## config.mk

```make
export PLATFORM = sky130hd
export DESIGN_NAME = imem_loader
export DESIGN_NICKNAME = d
export VERILOG_FILES = /design/src/rtl/imem_loader.sv
export SDC_FILE = /design/constraint.sdc
export NUM_CORES = 1
export LEC_CHECK = 0
export BUFFER_PORTS_ARGS = -buffer_cell sky130_fd_sc_hd__buf_4
export CORE_ASPECT_RATIO = 0.7
export CORE_MARGIN = 8
export CORE_UTILIZATION = 45
export DETAILED_ROUTE_END_ITERATION = 6
export GPL_TIMING_DRIVEN = 0
export PLACE_DENSITY = 0.76
export SETUP_SLACK_MARGIN = 0.02
export SYNTH_ARGS = -nofsm -noshare
export SYNTH_HDL_FRONTEND = slang
export SYNTH_SLANG_ARGS = --single-unit
```

## constraint.sdc

```tcl
create_clock -name clk -period 2.95 [get_ports clk]
set_input_delay 0.295 -clock clk [delete_from_list [all_inputs] [get_ports clk]]
set_output_delay 0.295 -clock clk [all_outputs]
set_load 0.02 [all_outputs]
```

## src/rtl/imem_loader.sv

```systemverilog
// Byte-stream bootloader: parses framed program images and drives the
// instruction memory write port, holding the CPU while a frame is in flight.
module imem_loader #(
    parameter int unsigned MEM_DEPTH = 512,
    parameter logic [7:0]  SYNC_BYTE = 8'hA5
) (
    input  logic        clk,
    input  logic        reset,
    input  logic [7:0]  in_data,
    input  logic        in_valid,
    output logic        in_ready,
    output logic        mem_we,
    output logic [15:0] mem_addr,
    output logic [15:0] mem_wdata,
    output logic        cpu_hold,
    output logic        busy,
    output logic        done,
    output logic        error
);
    localparam int unsigned AW = 16;
    localparam int unsigned BW = 8;

    typedef enum logic [2:0] {
        IDLE, ADDR_HI, ADDR_LO, CNT_HI, CNT_LO, DATA_HI, DATA_LO, CHECK
    } state_t;

    state_t          state_q, state_d;
    logic [AW-1:0]   addr_q, addr_d;
    logic [AW-1:0]   cnt_q, cnt_d;
    logic [BW-1:0]   chk_q, chk_d;
    logic [BW-1:0]   hi_q, hi_d;
    logic            we_d, hold_d, done_d, err_d;
    logic [AW-1:0]   maddr_d, wdata_d;
    logic            accept;
    logic [AW-1:0]   cnt_new;
    logic [AW:0]     range_end;

    // A write cycle blocks acceptance so at most one byte lands per write.
    assign in_ready  = ~mem_we;
    assign accept    = in_valid & in_ready;
    assign busy      = cpu_hold;
    assign cnt_new   = {cnt_q[AW-1:BW], in_data};
    assign range_end = (AW+1)'(addr_q) + (AW+1)'(cnt_new);

    always_comb begin
        state_d = state_q;
        addr_d  = addr_q;
        cnt_d   = cnt_q;
        chk_d   = chk_q;
        hi_d    = hi_q;
        we_d    = 1'b0;
        maddr_d = mem_addr;
        wdata_d = mem_wdata;
        done_d  = 1'b0;
        err_d   = error;
        if (accept) begin
            if (state_q != IDLE && state_q != CHECK) chk_d = chk_q ^ in_data;
            case (state_q)
                IDLE: begin
                    if (in_data == SYNC_BYTE) begin
                        state_d = ADDR_HI;
                        err_d   = 1'b0;
                        chk_d   = '0;
                    end
                end
                ADDR_HI: begin
                    addr_d[AW-1:BW] = in_data;
                    state_d         = ADDR_LO;
                end
                ADDR_LO: begin
                    addr_d[BW-1:0] = in_data;
                    state_d        = CNT_HI;
                end
                CNT_HI: begin
                    cnt_d[AW-1:BW] = in_data;
                    state_d        = CNT_LO;
                end
                CNT_LO: begin
                    cnt_d = cnt_new;
                    if (range_end > (AW+1)'(MEM_DEPTH)) begin
                        err_d   = 1'b1;
                        state_d = IDLE;
                    end else if (cnt_new == '0) begin
                        state_d = CHECK;
                    end else begin
                        state_d = DATA_HI;
                    end
                end
                DATA_HI: begin
                    hi_d    = in_data;
                    state_d = DATA_LO;
                end
                DATA_LO: begin
                    // Strobe next cycle with the pre-increment address.
                    we_d    = 1'b1;
                    maddr_d = addr_q;
                    wdata_d = {hi_q, in_data};
                    addr_d  = addr_q + AW'(1);
                    cnt_d   = cnt_q - AW'(1);
                    state_d = (cnt_q == AW'(1)) ? CHECK : DATA_HI;
                end
                CHECK: begin
                    if (chk_q == in_data) done_d = 1'b1;
                    else                  err_d  = 1'b1;
                    state_d = IDLE;
                end
                default: state_d = IDLE;
            endcase
        end
        hold_d = (state_d != IDLE);
    end

    always_ff @(posedge clk or posedge reset) begin
        if (reset) begin
            state_q   <= IDLE;
            addr_q    <= '0;
            cnt_q     <= '0;
            chk_q     <= '0;
            hi_q      <= '0;
            mem_we    <= 1'b0;
            mem_addr  <= '0;
            mem_wdata <= '0;
            cpu_hold  <= 1'b0;
            done      <= 1'b0;
            error     <= 1'b0;
        end else begin
            state_q   <= state_d;
            addr_q    <= addr_d;
            cnt_q     <= cnt_d;
            chk_q     <= chk_d;
            hi_q      <= hi_d;
            mem_we    <= we_d;
            mem_addr  <= maddr_d;
            mem_wdata <= wdata_d;
            cpu_hold  <= hold_d;
            done      <= done_d;
            error     <= err_d;
        end
    end
endmodule

```

# Word-level counts from Yosys, hierarchy flattened
# Index checks and enable logic that the tools add are counted.
# classes
addsub	3
n_lt_le_gt_ge	1
eq_ne	14
muxes	22
bitwise_logic	3
n_reduce_logical	17
# op_table
operator	n
$pmux 8 s2	4
$mux 8	3
$pmux 3 s8	1
$add 16x16->17	1
$gt 17x10->1 const B	1
$add 16x1->16 const B	1
$eq 16x1->1 const B	1
$logic_not 16->1	1
$sub 16x1->16 const B	1
$eq 3x3->1 const B	4
$reduce_and 2->1	6
$mux 3	3
$reduce_bool 3->1	3
$eq 8x8->1	1
$eq 8x8->1 const B	1
$mux 1	8
$reduce_bool 2->1	4
$xor 8x8->8	1
$eq 3x2->1 const B	2
$ne 2x2->1 const B	3
$reduce_and 5->1	1
$mux 2	2
$eq 3x1->1 const B	1
$logic_not 3->1	1
other kinds (5)	5
# totals
register_bits	87
out_inout_bits	38
wordCells	73

# Longest topological paths before layout
# logic_depth
word_depth	6
ltp_mapped	9
depth_no_buf	9

# Least setup slack after synthesis
# Ideal clock, no wire load.
# synth_path
kind	register to register
from	register addr_q[0]
to	register error
arrival_ns	2.797
required_ns	2.821
slack_ns	0.024
stages_incl_launch_ff	10
path_buffers	0
synth_period_minus_slack_ns	2.926
path_cell_list	dfrtp_1 > ha_1 > fa_1 > a211o_1 > a21oi_1 > nor2_1 > or4_4 > a2111oi_4 > o211ai_2 > o41a_1
# synth_via
elab_chain_cells	4
# synth_rtl
element	line	source
start: declaration	28	logic [AW-1:0] addr_q, addr_d;
start signal: assignment	128	addr_q <= addr_d;
$add 16x16->17	43	assign range_end = (AW+1)'(addr_q) + (AW+1)'(cnt_new);
$gt 17x10->1	80	if (range_end > (AW+1)'(MEM_DEPTH)) begin
$ne 2x2->1 (no line)	-	
$reduce_and 5->1 (no line)	-	
end signal: assignment	137	error <= err_d;
end: declaration	18	output logic error
# Every way passes these cells.
# A chain may end at the register's enable or synchronous reset.

# Worst setup path in the final report
# Same ends and word-level chain as after synthesis.

==> metrics.yaml <==
detailed_routing:
  firstDrtPassIters: 5
  route.detailed.drc: 0
  vias_per_cell: 6.151
  vias: 4859
  drt_iter0_drc: 388
  antenna_left: 0
  routed_wl_um: 15440
  wl_per_cell_um: 19.54
clock_tree:
  cts.sinks: 87
  cts_root_buf: "clkbuf_16"
  htree_levels: 3
  cts_buffers: 9
  clockBufferDepth: 2
  cts_tree: "built"
  clock_latency_ns: 0.35
  clkTransAtPathRegs_ns: 0.07
floorplan:
  die_area_sq_um: 15350
  dieHeight_um: 106.1
  io_pins: 49
  design.core.area_sq_um: 11520
  die_w_um: 144.7
  start_util: 0.4528
  rows: 33
power_and_ir_drop:
  p_int_w: 0.004155
  peakVddDrop_mv: 0.6883
  powerDensity_nw_per_um2: 1237
  p_clk_frac: 0.160
  p_leak_nw: 2.642
  swShare: 0.4586
  power_frac_comb: 0.538
  power_w: 0.007675
  p_switching_w: 0.003520
  seqPwrFrac: 0.302
place:
  dpl.hpwl_um: 11150
  gp_congestion: 0.9713
  placed_area_sq_um: 5803
  place_inst: 771
  portBuffers: 48
cells_and_area:
  drive_above_1_share: 0.2006
  ff_latch_area_sq_um: 2178
  nFillCells: 997
  stdcell_count: 790
  finalInstanceArea_sq_um: 6206
  num_antenna_cells: 0
  multi_input_area_sq_um: 2908
  fin_util: 0.5387
  syn_to_final_growth_pct: 18.97
  nets: 659
setup_path:
  critical_path_class: "reg2reg"
  path_delay_family: "compound AO/OA/AOI/OAI gates"
  worst_setup_path_start_kind: "flop"
  required_ns: 3.19
  path_max_fanout: 5
  worstSetupStartpoint: "addr_q[0]"
  path_buf_inv: 0
  path_cells: "ha_4 > fa_2 > a211o_1 > a21oi_2 > nor2_1 > or4_4 > a2111oi_4 > o211ai_4 > o41a_1"
  end_kind: "flop"
  reg2reg_from: "addr_q[0]"
  slowest_stage: "or4_4"
  cp.arrival_ns: 3.28
  critPathMaxStageDelay_ns: 0.50
synthesis:
  synth_warnings: 0
  synth_seq_cells: 87
  seq_area_frac_synth: 0.4174
  synthFlopType: "dfrtp_1"
  synth-edff-count: 0
  async_reset_ff_frac: 1.000
  syn_avg_cell_area_sq_um: 9.232
  postSynthCellCount: 565
  synth_area_sq_um: 5216
  synth_nets: 596
  synth_cell_types: 64
grt:
  grt_pass1_vias: 4637
  grt_usage: 0.2072
  grt_antenna_before_repair: 1
  grt_overflow: 0
  grt_pass1_wl_um: 24780
  grt_max_degree: 74
run_status:
  violations: "negative setup slack"
  status: "finished with violations"
timing:
  finalCritPeriodShare: 1.033
  finClkSkew_ns: 0.01111
  fin_crit_ns: 3.047
  rsz0062_at_grt: "yes"
  hold_violations: 0
  setup-violations-final: 3
  worst_slew_pin_slew_ns: 1.163
  maxSlewViolCount: 0
  layout_setup_ws_ns: -0.09650
  slew_headroom: 0.2186
  max_freq_ghz: 0.3282
worst_hold_path:
  hp-class: "in2async"
run:
  drv_cap: 0
## cell usage in the layout, fill, tap and decap left out, types with 4 or more instances in the layout
master and instances:
a21o_1 11, a21oi_1 50, a22o_1 5, a31oi_1 6
and3_1 8, buf_1 4, buf_4 51, clkbuf_1 26
clkbuf_16 9, dfrtp_1 86, ha_1 17, inv_1 14
mux2_2 39, nand2_1 51, nand3_1 15, nand4_1 4
nor2_1 45, nor2b_1 4, nor3_1 13, nor4_1 7
o211ai_1 5, o21ai_0 51, o21ai_1 4, o22a_1 6
o22ai_1 7, xnor2_1 7, xor2_1 9
## path summary, 6_finish.rpt
path / to / slack (ns) / cells after the start
min in group clk: state_q[1] / 0.44 / 5
min reg2reg: mem_addr[3] / 0.50 / 2
max: error / -0.1 / 9
max in group asynchronous: addr_q[0] / 1.89 / 4
min: cnt_q[5] / 0.43 / 3
max reg2reg: error / -0.1 / 9
## cells in the mapped netlist, drive strengths merged (4+ instances only)
cell | n | area [sq um]
nor3 | 14 | 70.07
ha | 19 | 237.7
nand3 | 15 | 75.07
and3 | 8 | 50.05
o22ai | 7 | 43.79
o211ai | 6 | 50.05
o21ai | 55 | 275.3
a21oi | 51 | 255.2
buf | 6 | 33.78
dfrtp | 87 | 2177
a22o | 5 | 43.79
xor2 | 9 | 78.83
nor4 | 7 | 43.79
or4 | 4 | 33.78
nor2b | 4 | 25.02
nor2 | 45 | 168.9
nand2 | 51 | 191.4
a211o | 4 | 36.29
inv | 15 | 56.30
mux2 | 39 | 439.2
o31ai | 4 | 30.03
o22a | 6 | 52.55
clkbuf | 26 | 97.59
a31oi | 6 | 37.54
xnor2 | 7 | 61.31
a21o | 11 | 82.58
nand4 | 4 | 25.02
## routing by layer
layer,GRT usage,wire length [um],vias to the layer above
met4,0.06810,342,0
met3,0.05819,1607,35
li1,-,-,2217
met1,0.2991,7077,2322
met2,0.2912,6410,285
met5,0,0,-
## what timing repair did
action | CTS | global route
buffers inserted | 1 | 1
endpoints found under the hold margin | 14 | 0
hold buffers | 1 | 0
cloned | 0 | 0
endpoints found under the setup margin | 5 | 5
pin swaps | 6 | 5
resized for setup | 6 | 9
## flip-flops by register name, summed over array words and instances, names as in the netlist
name,cells
addr_q,16
busy,1
chk_q,8
cnt_q,16
done,1
error,1
hi_q,8
mem_addr,16
mem_wdata,16
mem_we,1
state_q,3
## cell type report
type / instances / share of cell area
tap: 157 / 0.03165
clock inverter: 7 / 0.01532
buffer: 32 / 0.02117
clock buffer: 9 / 0.03629
multi-input combinational: 431 / 0.4685
inverter: 15 / 0.009476
timing repair buffer: 52 / 0.06653
sequential: 87 / 0.3510
## cells by family (layout without fill, tap and decap cells)
group | after synthesis | after routing | synth area share
DFF | 87 | 87 | 0.4174
adders and majority gates | 20 | 20 | 0.04941
buffers and inverters | 47 | 115 | 0.03598
AOI/OAI and AO/OA | 188 | 188 | 0.2336
muxes | 39 | 39 | 0.08419
xor gates and xnor gates | 16 | 16 | 0.02687
and+or+nand+nor | 168 | 168 | 0.1526
## stage by stage
step	hold WS (ns)	setup slack, ns	TNS, ns
global placement	0.4696	-0.6201	-54.60
global route	0.4420	-0.1401	-0.4484
floorplan	0.4496	0.02391	0
finish	0.4295	-0.09650	-0.2663
CTS	0.4274	-0.2245	-0.6594
detailed placement	0.2437	-0.4232	-1.469
## power by group through the flow
| stage | Combinational [W] | Clock [W] | Sequential (W) |
|---|---|---|---|
| floorplan | 0.00259 | 0 | 0.00242 |
| global placement | 0.00381 | 0 | 0.00230 |
| detailed placement | 0.00392 | 0 | 0.00232 |
| CTS | 0.00400 | 0.00124 | 0.00231 |
| global route | 0.00453 | 0.00128 | 0.00239 |
| finish | 0.00413 | 0.00123 | 0.00232 |
## worst reg2reg max path, stage by stage (launching register included)
cell and delay (ns):
dfrtp_2 0.44, ha_4 0.17, fa_2 0.36, a211o_1 0.33
a21oi_2 0.17, nor2_1 0.06, or4_4 0.50, a2111oi_4 0.40
o211ai_4 0.17, o41a_1 0.34
(Power assumes the default switching activity.)
